## src/rtl/parking_gate_arbiter.sv

```systemverilog
// parking_gate_arbiter: shares one barrier gate between entry and exit, tracks lot occupancy
module parking_gate_arbiter #(
    parameter int CAPACITY     = 8,
    parameter int CNT_W        = 4,
    parameter int PASS_TIMEOUT = 16
) (
    input  logic             clk,
    input  logic             reset_n,
    input  logic             entry_req,
    input  logic             exit_req,
    input  logic             pass_sensor,
    output logic             entry_grant,
    output logic             exit_grant,
    output logic             gate_open,
    output logic [CNT_W-1:0] occupancy,
    output logic             full,
    output logic             empty,
    output logic             timeout_err
);
    localparam int TW = $clog2(PASS_TIMEOUT + 1);
    typedef enum logic [2:0] {IDLE, OPEN_IN, PASS_IN, OPEN_OUT, PASS_OUT, CLOSE} state_t;
    state_t state, state_nx;
    logic [TW-1:0] timer, timer_nx;
    logic [CNT_W-1:0] occ_nx;
    logic last_exit, last_exit_nx, to_flag, to_nx;
    logic entry_ok, exit_ok;
    assign full        = occupancy == CNT_W'(CAPACITY);
    assign empty       = occupancy == '0;
    assign entry_ok    = entry_req && !full;
    assign exit_ok     = exit_req && !empty;
    assign gate_open   = state inside {OPEN_IN, PASS_IN, OPEN_OUT, PASS_OUT};
    assign entry_grant = state == OPEN_IN && timer == TW'(1);
    assign exit_grant  = state == OPEN_OUT && timer == TW'(1);
    assign timeout_err = to_flag;
    // register FSM state, wait timer, occupancy, round-robin pointer and timeout flag
    always_ff @(posedge clk or negedge reset_n) begin
        if (!reset_n) begin
            state     <= IDLE;
            timer     <= '0;
            occupancy <= '0;
            last_exit <= 1'b0;
            to_flag   <= 1'b0;
        end else begin
            state     <= state_nx;
            timer     <= timer_nx;
            occupancy <= occ_nx;
            last_exit <= last_exit_nx;
            to_flag   <= to_nx;
        end
    end
    // next-state: grant in IDLE, wait for the car while open, count it out of PASS
    always_comb begin
        state_nx     = state;
        timer_nx     = '0;
        occ_nx       = occupancy;
        last_exit_nx = last_exit;
        to_nx        = 1'b0;
        case (state)
            IDLE: if (entry_ok || exit_ok) begin
                last_exit_nx = exit_ok && (!entry_ok || !last_exit);
                state_nx     = last_exit_nx ? OPEN_OUT : OPEN_IN;
                timer_nx     = TW'(1);
            end
            OPEN_IN, OPEN_OUT: if (pass_sensor) begin
                state_nx = state == OPEN_IN ? PASS_IN : PASS_OUT;
            end else if (timer == TW'(PASS_TIMEOUT)) begin
                state_nx = CLOSE;
                to_nx    = 1'b1;
            end else begin
                timer_nx = timer + TW'(1);
            end
            PASS_IN: if (!pass_sensor) begin
                state_nx = CLOSE;
                occ_nx   = full ? occupancy : occupancy + CNT_W'(1);
            end
            PASS_OUT: if (!pass_sensor) begin
                state_nx = CLOSE;
                occ_nx   = empty ? occupancy : occupancy - CNT_W'(1);
            end
            default: state_nx = IDLE;
        endcase
    end
endmodule

```

## config.mk

```make
export PLATFORM = sky130hd
export DESIGN_NAME = parking_gate_arbiter
export DESIGN_NICKNAME = d
export VERILOG_FILES = /design/src/rtl/parking_gate_arbiter.sv
export SDC_FILE = /design/constraint.sdc
export NUM_CORES = 1
export LEC_CHECK = 0
export ABC_CLOCK_PERIOD_IN_PS = 3000
export CAP_MARGIN = 40
export CELL_PAD_IN_SITES_DETAIL_PLACEMENT = 1
export CELL_PAD_IN_SITES_GLOBAL_PLACEMENT = 1
export CORE_MARGIN = 2
export CORE_UTILIZATION = 41
export CTS_BUF_LIST = sky130_fd_sc_hd__clkbuf_2 sky130_fd_sc_hd__clkbuf_4 sky130_fd_sc_hd__clkbuf_8
export CTS_CLUSTER_SIZE = 25
export DETAILED_ROUTE_END_ITERATION = 7
export PLACE_DENSITY_LB_ADDON = 0.25
export SYNTH_ARGS = -nofsm -noshare
export SYNTH_HDL_FRONTEND = slang
export SYNTH_SLANG_ARGS = --single-unit
```

## constraint.sdc

```tcl
create_clock -name clk -period 3 [get_ports clk]
set_input_delay 0.45 -clock clk [delete_from_list [all_inputs] [get_ports clk]]
set_output_delay 0.45 -clock clk [all_outputs]
set_load 0.01 [all_outputs]
```

**Word-level counts from Yosys, hierarchy flattened**

Index checks and enable logic that the tools add are counted.
W data, S select, Z words.

- Register bits: 14
- Input port bits: 5
- Output and inout bits: 10
- Word-level logic and storage cells: 61

- Add/sub/neg operators: 3
- Equality and inequality tests: 14
- Multiplexer cells: 19
- Reduce and logical (&&, ||, !) cells: 20

Operators with widths:

| cell | count |
|---|---|
| $mux W4 | 4 |
| $mux W3 | 5 |
| $ne A2 B2 Y1 const B | 6 |
| $mux W5 | 2 |
| $pmux W5 S2 | 1 |
| $pmux W3 S3 | 1 |
| $pmux W4 S2 | 1 |
| $eq A3 B2 Y1 const B | 2 |
| $add A5 B1 Y5 const B | 1 |
| $eq A5 B1 Y1 const B | 1 |
| $eq A5 B5 Y1 const B | 1 |
| $logic_and A1 B1 Y1 | 5 |
| $reduce_and A5 Y1 | 1 |
| $add A4 B1 Y4 const B | 1 |
| $eq A4 B4 Y1 const B | 1 |
| $logic_not A1 Y1 | 4 |
| $logic_not A4 Y1 | 1 |
| $mux W1 | 4 |
| $reduce_bool A4 Y1 | 1 |
| $reduce_or A2 Y1 | 2 |
| $sub A4 B1 Y4 const B | 1 |
| $eq A3 B1 Y1 const B | 1 |
| $eq A3 B3 Y1 const B | 1 |
| $logic_not A3 Y1 | 1 |
| 6 further kinds | 7 |

**Depth between registers and ports, before layout**

Gate-level depths: netlist of the first run.

- Depth in word-level cells: 9
- Depth in mapped cells: 8
- Mapped depth without buffers: 7

**Least setup slack after synthesis of the first run**

OpenSTA, ideal clock, no wires.

- Path kind: register -> register
- Start: register state[1]
- End: register occupancy[2]
- Library setup time: 0.076 ns
- Arrival: 2.025 ns
- Data required time: 2.924 ns
- Slack: 0.898 ns
- Cell stages (with the launch flop): 9
- Path buffers: 1
- Clock period less this slack: 2.102 ns
- Cell sequence: dfrtp_1 > buf_2 > nor3b_1 > xor2_1 > ha_1 > nor4b_1 > a31oi_1 > or4_1 > o21ai_1

- Cells in the longest elaborated chain, start to end: 3
- Elaborated cells between the ends (all ways): 9
- Those cells by class: eq/ne: 6; mux: 1; reduce/logical: 2

Ends and longest elaborated chain:

| element | RTL line | text |
|---|---|---|
| start: declaration | 22 | `state_t state, state_nx;` |
| start signal: assignment | 44 | `state <= state_nx;` |
| $eq A3 B3 Y1 / $eq A3 B2 Y1 (equally long branches) | 58 | `case (state)` |
| $ne A2 B2 Y1 (no source line) / $reduce_bool A2 Y1 (equally long branches) | n/a |  |
| $reduce_and A5 Y1 (no source line) | n/a |  |
| end signal: assignment | 46 | `occupancy <= occ_nx;` |
| end: declaration | 15 | `output logic [CNT_W-1:0] occupancy,` |

Parallel ways exist; a longest one is shown, timed or not.
A chain may end at the register's enable or synchronous reset.

**Worst setup path after layout of the first run**

- Start: register occupancy[1]
- End: output port full

- Cells in the longest elaborated chain, start to end: 1

Ends and longest elaborated chain:

| element | RTL line | text |
|---|---|---|
| $eq A4 B4 Y1 | 27 | `assign full = occupancy == CNT_W'(CAPACITY);` |
| end: declaration | 16 | `output logic full,` |

Every way passes these cells.

==> impl_metrics.toml, run 1 <==
[cts]
cts.sinks = 14
path_clk_slew_ns = 0.09
clk_latency_ns = 0.29
cts_tree = "done"
hold_buffers = 0
h-tree-depth = 1
numCtsBuffers = 3
post_cts_resized = 0
cts_setup_buffers = 0
clockRootBuffer = "clkbuf_4"
cts_buffer_depth = 2

[layout]
layout.nets = 123
num_antenna_cells = 0
ff_latch_area_um2 = 350
multi_input_area_um2 = 492
syn_to_final_growth_pct = 20.6
fill_cells = 241
layout-drive-gt1-share_pct = 11.5

[critical_path]
reg2reg_to = "occupancy[2]"
startpoint = "occupancy[1]"
end_kind = "primary output"
crit_arrival_ns = 1.96
r2r-start = "state[0]"
crit_type = "flop to primary output"
path_max_fanout = 8
cp_data_required_time_ns = 2.55
reg2reg_depth = 7
start_kind = "flop"
ff2ff_setup_slack_ns = 0.67

[logic_synthesis]
yosysTopAreaCell = "dfrtp_1"
postSynthCellCount = 99
synth_area_leaders = "dfrtp_1, nor2_1, ha_1"
synth_most_common_cell = "nor2_1"
ys_seq_area_share_pct = 39.3
synthFlopType = "dfrtp_1"
synth_cell_type_count = 40
synth_top_area_share_pct = 39.3
syn_area_per_cell_um2 = 9.00
synth_nets = 108
synth_common_cells = "nor2_1, dfrtp_1, nand3_1"
ys_ff_latch = 14
netlist_area_um2 = 891
ys_warn_count = 0
synth_edf_count = 0
async_flop_share_pct = 100

[timing]
finalSetupViolations = 0
layout_setup_ws_ns = 0.587
fin_setup_tns_ns = 0
clock_skew_ns = 0.00455
drv_slew = 0
hold_violations = 0
max_freq_mhz = 414
finalCritPeriodShare_pct = 80.4
finalCriticalPeriod_ns = 2.41
max_slew_margin_pct = 55.3
rsz0062_at_grt = "false"
tightest_slew_ns = 0.669

[run_status]
outcome = "finished, final reports clean"

[placed_design]
dp_slack_ns = 0.682
portBuffers = 14
hpwl_um = 1650
gp_congestion = 0.767

[grt]
grt_pass1_vias = 808
grt_overflow_total = 0
grt_usage_pct = 20.2
grt_pass1_wl_um = 3830
grt_antenna_before_repair = 0
grt_start_max_net_pins = 15

[routing]
post_drt_wl_per_cell_um = 15.3
routed_via_density = 5.52
wirelength_um = 2140
drt_pre_antenna_iters = 4
vias = 773
final_antenna_net_count = 0
drt_iter0_markers = 7
drc = 0

[die]
dieArea_um2 = 2560
core-area_um2 = 2000
floorplan.initialDensity_pct = 44.5
row_count = 16
pin_count = 15
die_h_um = 50.6
fp.dieW_um = 50.6

[power]
leakagePower_uw = 0.000441
ir_drop_mv = 0.485
powerDensity_nw_per_um2 = 939

[min_path]
hold_path_class = "input port to async pin"

[run]
cap_violations = 0
[final cells by class]
type	instances	area share [%]
Multi-Input combinational cell	75	45.8
Timing Repair Buffer	14	13.0
Sequential cell	14	32.6
Inverter	6	2.10
Tap cell	27	3.14
Clock buffer	4	3.38
[cells in the final DEF (no fill, tap or decap), types with 2 or more instances in the layout]
master / instances
o21ai_0: 4
clkdlybuf4s50_1: 14
nor2_1: 15
nor4_1: 2
clkbuf_4: 3
dfrtp_1: 14
nor3_1: 2
o21ai_2: 2
xor2_1: 3
inv_1: 6
a31oi_1: 2
ha_1: 4
a21oi_1: 6
nand2_1: 3
nand3_1: 8
[where the power goes]
part           internal [µW]  total [µW]  switching (µW)
clock network           73.9         137            62.8
registers                250         379             128
logic                    252         494             242
[cells by family after synthesis]
kind of cell             share of synthesized area (%)
AND/OR/NAND/NOR                                   25.7
AO/OA/AOI/OAI                                     17.6
flip-flops                                        39.3
buffers and inverters                             5.48
XOR/XNOR                                          3.93
adder cells (fa/ha/maj)                           5.62
multiplexers                                      2.39
[metrics by stage]
stage | total power, µW | hold slack (ns) | util, % | instances | instance area (µm²)
after floorplan | 690 | 0.154 | - | 99 | 891
after global placement | 853 | 0.551 | 51.9 | 136 | 1040
after detailed placement | 879 | 0.563 | 51.9 | 136 | 1040
after CTS | 1020 | 0.577 | 53.7 | 140 | 1070
after global routing | 1120 | 0.604 | 53.7 | 140 | 1070
final | 1010 | 0.565 | 53.7 | 140 | 1070
[flip-flops by register name, summed over array words and instances (netlist names)]
register	flops
last_exit	1
occupancy	4
state	3
timeout_err	1
timer	5
[per-layer routing]
| layer | vias to the layer above | GRT usage [%] | routed length [µm] | part of all wire, % |
|---|---|---|---|---|
| li1 | 388 | - | - | - |
| met1 | 359 | 25.7 | 995 | 47 |
| met5 | - | 0 | 0 | 0 |
| met2 | 21 | 33.8 | 991 | 46 |
| met3 | 5 | 6.25 | 118 | 5.5 |
| met4 | 0 | 4.05 | 29 | 1.4 |
[worst max-delay path by stage]
stage	to	slack, ns	cells after the start
6_report	full	0.59	4
5_1_grt	occupancy[2]	0.38	7
4_1_cts	full	0.56	4
3_5_place_dp	occupancy[2]	0.68	7
3_3_place_gp	occupancy[2]	0.72	7
2_1_floorplan	occupancy[2]	0.90	8
[worst max-delay path: stages, from the launching register on]
cell and delay (ns):
dfrtp_1 0.48, nor3_1 0.39, nand2_1 0.20, inv_1 0.09, clkdlybuf4s50_1 0.53
Note: power is estimated with default switching activity, not from simulation.
==> run 2: changes to the inputs <==
--- a/config.mk
+++ b/config.mk
@@ -5,7 +5,7 @@
 export SDC_FILE = /design/constraint.sdc
 export NUM_CORES = 1
 export LEC_CHECK = 0
-export ABC_CLOCK_PERIOD_IN_PS = 3000
+export ABC_CLOCK_PERIOD_IN_PS = 2450
 export CAP_MARGIN = 40
 export CELL_PAD_IN_SITES_DETAIL_PLACEMENT = 1
 export CELL_PAD_IN_SITES_GLOBAL_PLACEMENT = 1
==> constraint.sdc (replaced) <==
create_clock -name clk -period 2.45 [get_ports clk]
set_input_delay 0.3675 -clock clk [delete_from_list [all_inputs] [get_ports clk]]
set_output_delay 0.3675 -clock clk [all_outputs]
set_load 0.01 [all_outputs]
==> run 2 against run 1 <==
Compared with the run above: die area unchanged; sequential share of layout area fell by 0.74 points; via count up 4.5%; sequential cell count stayed put; global-route usage is 0.47 points higher; clock skew shrank 0.0029 ns; worst hold slack worse by 0.10 ns; power up 29%; non-clock buffer count up 3; clock power is 31% higher; register-to-register slack worse by 0.46 ns; critical endpoint is now entry_grant.
==> impl_metrics.toml, run 2 (synthesized netlist as in run 1, its figures left out) <==
[placed_design]
hpwl_um = 1750
portBuffers = 14
gp_congestion = 0.758
dp_cells = 139
postPlaceCellArea_um2 = 1060

[routing]
final_antenna_net_count = 0
vias = 808
drt_pre_antenna_iters = 4
wirelength_um = 2390
drt_iter0_markers = 13
post_drt_wl_per_cell_um = 16.7
routed_via_density = 5.65
drc = 0

[layout]
largest_reg_flops = 5
top_regs = "timer: 5 flops, occupancy: 4 flops, state: 3 flops"
num_antenna_cells = 0
layout-drive-gt1-share_pct = 15.5
layout_commonest_cell = "nor2_1"
ff_latch_area_um2 = 352
final_cells = 143
layout.nets = 126
finish.instance_area_um2 = 1100
fill_cells = 243
layout_common_cells = "nor2_1, clkdlybuf4s50_1, dfrtp_1"
syn_to_final_growth_pct = 23.9
top_register = "timer"
multi_input_area_um2 = 497

[timing]
tightest_slew_ns = 0.662
max_freq_mhz = 440
hold_violations = 0
max_slew_margin_pct = 55.8
fin_setup_tns_ns = 0
finalSetupViolations = 0
finalCriticalPeriod_ns = 2.27
rsz0062_at_grt = "false"
drv_slew = 0
clock_skew_ns = 0.00161
finalCritPeriodShare_pct = 92.7

[cts]
path_clk_slew_ns = 0.10
h-tree-depth = 1
clockRootBuffer = "clkbuf_4"
cts_tree = "done"
clk_latency_ns = 0.30
cts_setup_buffers = 0
hold_buffers = 0
cts_buffer_depth = 2
numCtsBuffers = 3
post_cts_resized = 0
cts.sinks = 14

[min_path]
hold_path_class = "input port to async pin"

[critical_path]
crit_arrival_ns = 1.90
start_kind = "flop"
cp_data_required_time_ns = 2.08
end_kind = "primary output"
crit_slowest_cell = "clkdlybuf4s50_1"
crit_type = "flop to primary output"
crit_path_cell_trace = "and2b_1 > nand4b_1 > nor2_1 > clkdlybuf4s50_1"
cpPeakStageDelay_ns = 0.57
path_max_fanout = 8

[die]
core-area_um2 = 2000
row_count = 16
floorplan.initialDensity_pct = 44.5
dieArea_um2 = 2560
pin_count = 15
fp.dieW_um = 50.6
die_h_um = 50.6

[power]
powerDensity_nw_per_um2 = 1180
ir_drop_mv = 0.688
leakagePower_uw = 0.000457

[grt]
grt_start_max_net_pins = 15
grt_antenna_before_repair = 0
grt_pass1_wl_um = 3940
grt_usage_pct = 20.7
grt_overflow_total = 0
grt_pass1_vias = 846

[run_status]
outcome = "finished, final reports clean"

[run]
cap_violations = 0
run 2: cell count changes in the layout (fill, tap and decap cells not counted), sizes merged:
cell	delta
buf	+3
run 2: area by class of cell:
class | instances | area share [%]
Multi-Input combinational cell | 75 | 45.0
Sequential cell | 14 | 31.9
Timing Repair Buffer | 17 | 14.7
Clock buffer | 4 | 3.29
Tap cell | 27 | 3.06
Inverter | 6 | 2.04
run 2: power by group:
part / internal [µW] / total (µW) / switching, µW / leakage (µW)
logic: 337 / 652 / 315 / 0.000258
clock network: 90.7 / 180 / 88.9 / 0.0000210
registers: 308 / 476 / 168 / 0.000178
total: 736 / 1310 / 572 / 0.000457
run 2: per-stage QoR:
step / hold WS [ns] / setup slack (ns) / power, µW / utilization (%)
6_report: 0.464 / 0.179 / 1310 / 55.1
5_1_grt: 0.513 / 0.0655 / 1410 / 55.1
4_1_cts: 0.492 / 0.0707 / 1300 / 54.8
3_5_place_dp: 0.555 / 0.295 / 1120 / 53.0
3_3_place_gp: 0.552 / 0.376 / 1080 / 53.0
2_1_floorplan: 0.0719 / 0.348 / 844 / -
run 2: critical path: cells and delay by family, from the launching register on:
kind	cells	cell delay (ns)
AND/OR/NAND/NOR	3	0.56
flip-flops	1	0.48
buffers and inverters	1	0.57
run 2: path summary, 6_finish.rpt:
check	end	from	slack [ns]	cells past startpoint
worst min register to register	timer[0]	timer[0]	0.59	1
max in group asynchronous	state[0]	reset_n	1.52	1
worst max-delay path	entry_grant	state[2]	0.18	4
min in group clk	timer[0]	timer[0]	0.59	1
worst min-delay path	occupancy[1]	reset_n	0.46	1
worst max register to register	occupancy[2]	state[1]	0.21	7
run 2: layer usage:
layer,global-route usage (%),share of wire (%),vias to the layer above
li1,-,-,392
met1,27.1,47,391
met2,34.0,47,21
met3,4.17,4.2,4
met4,6.76,1.5,0
met5,0,0,-
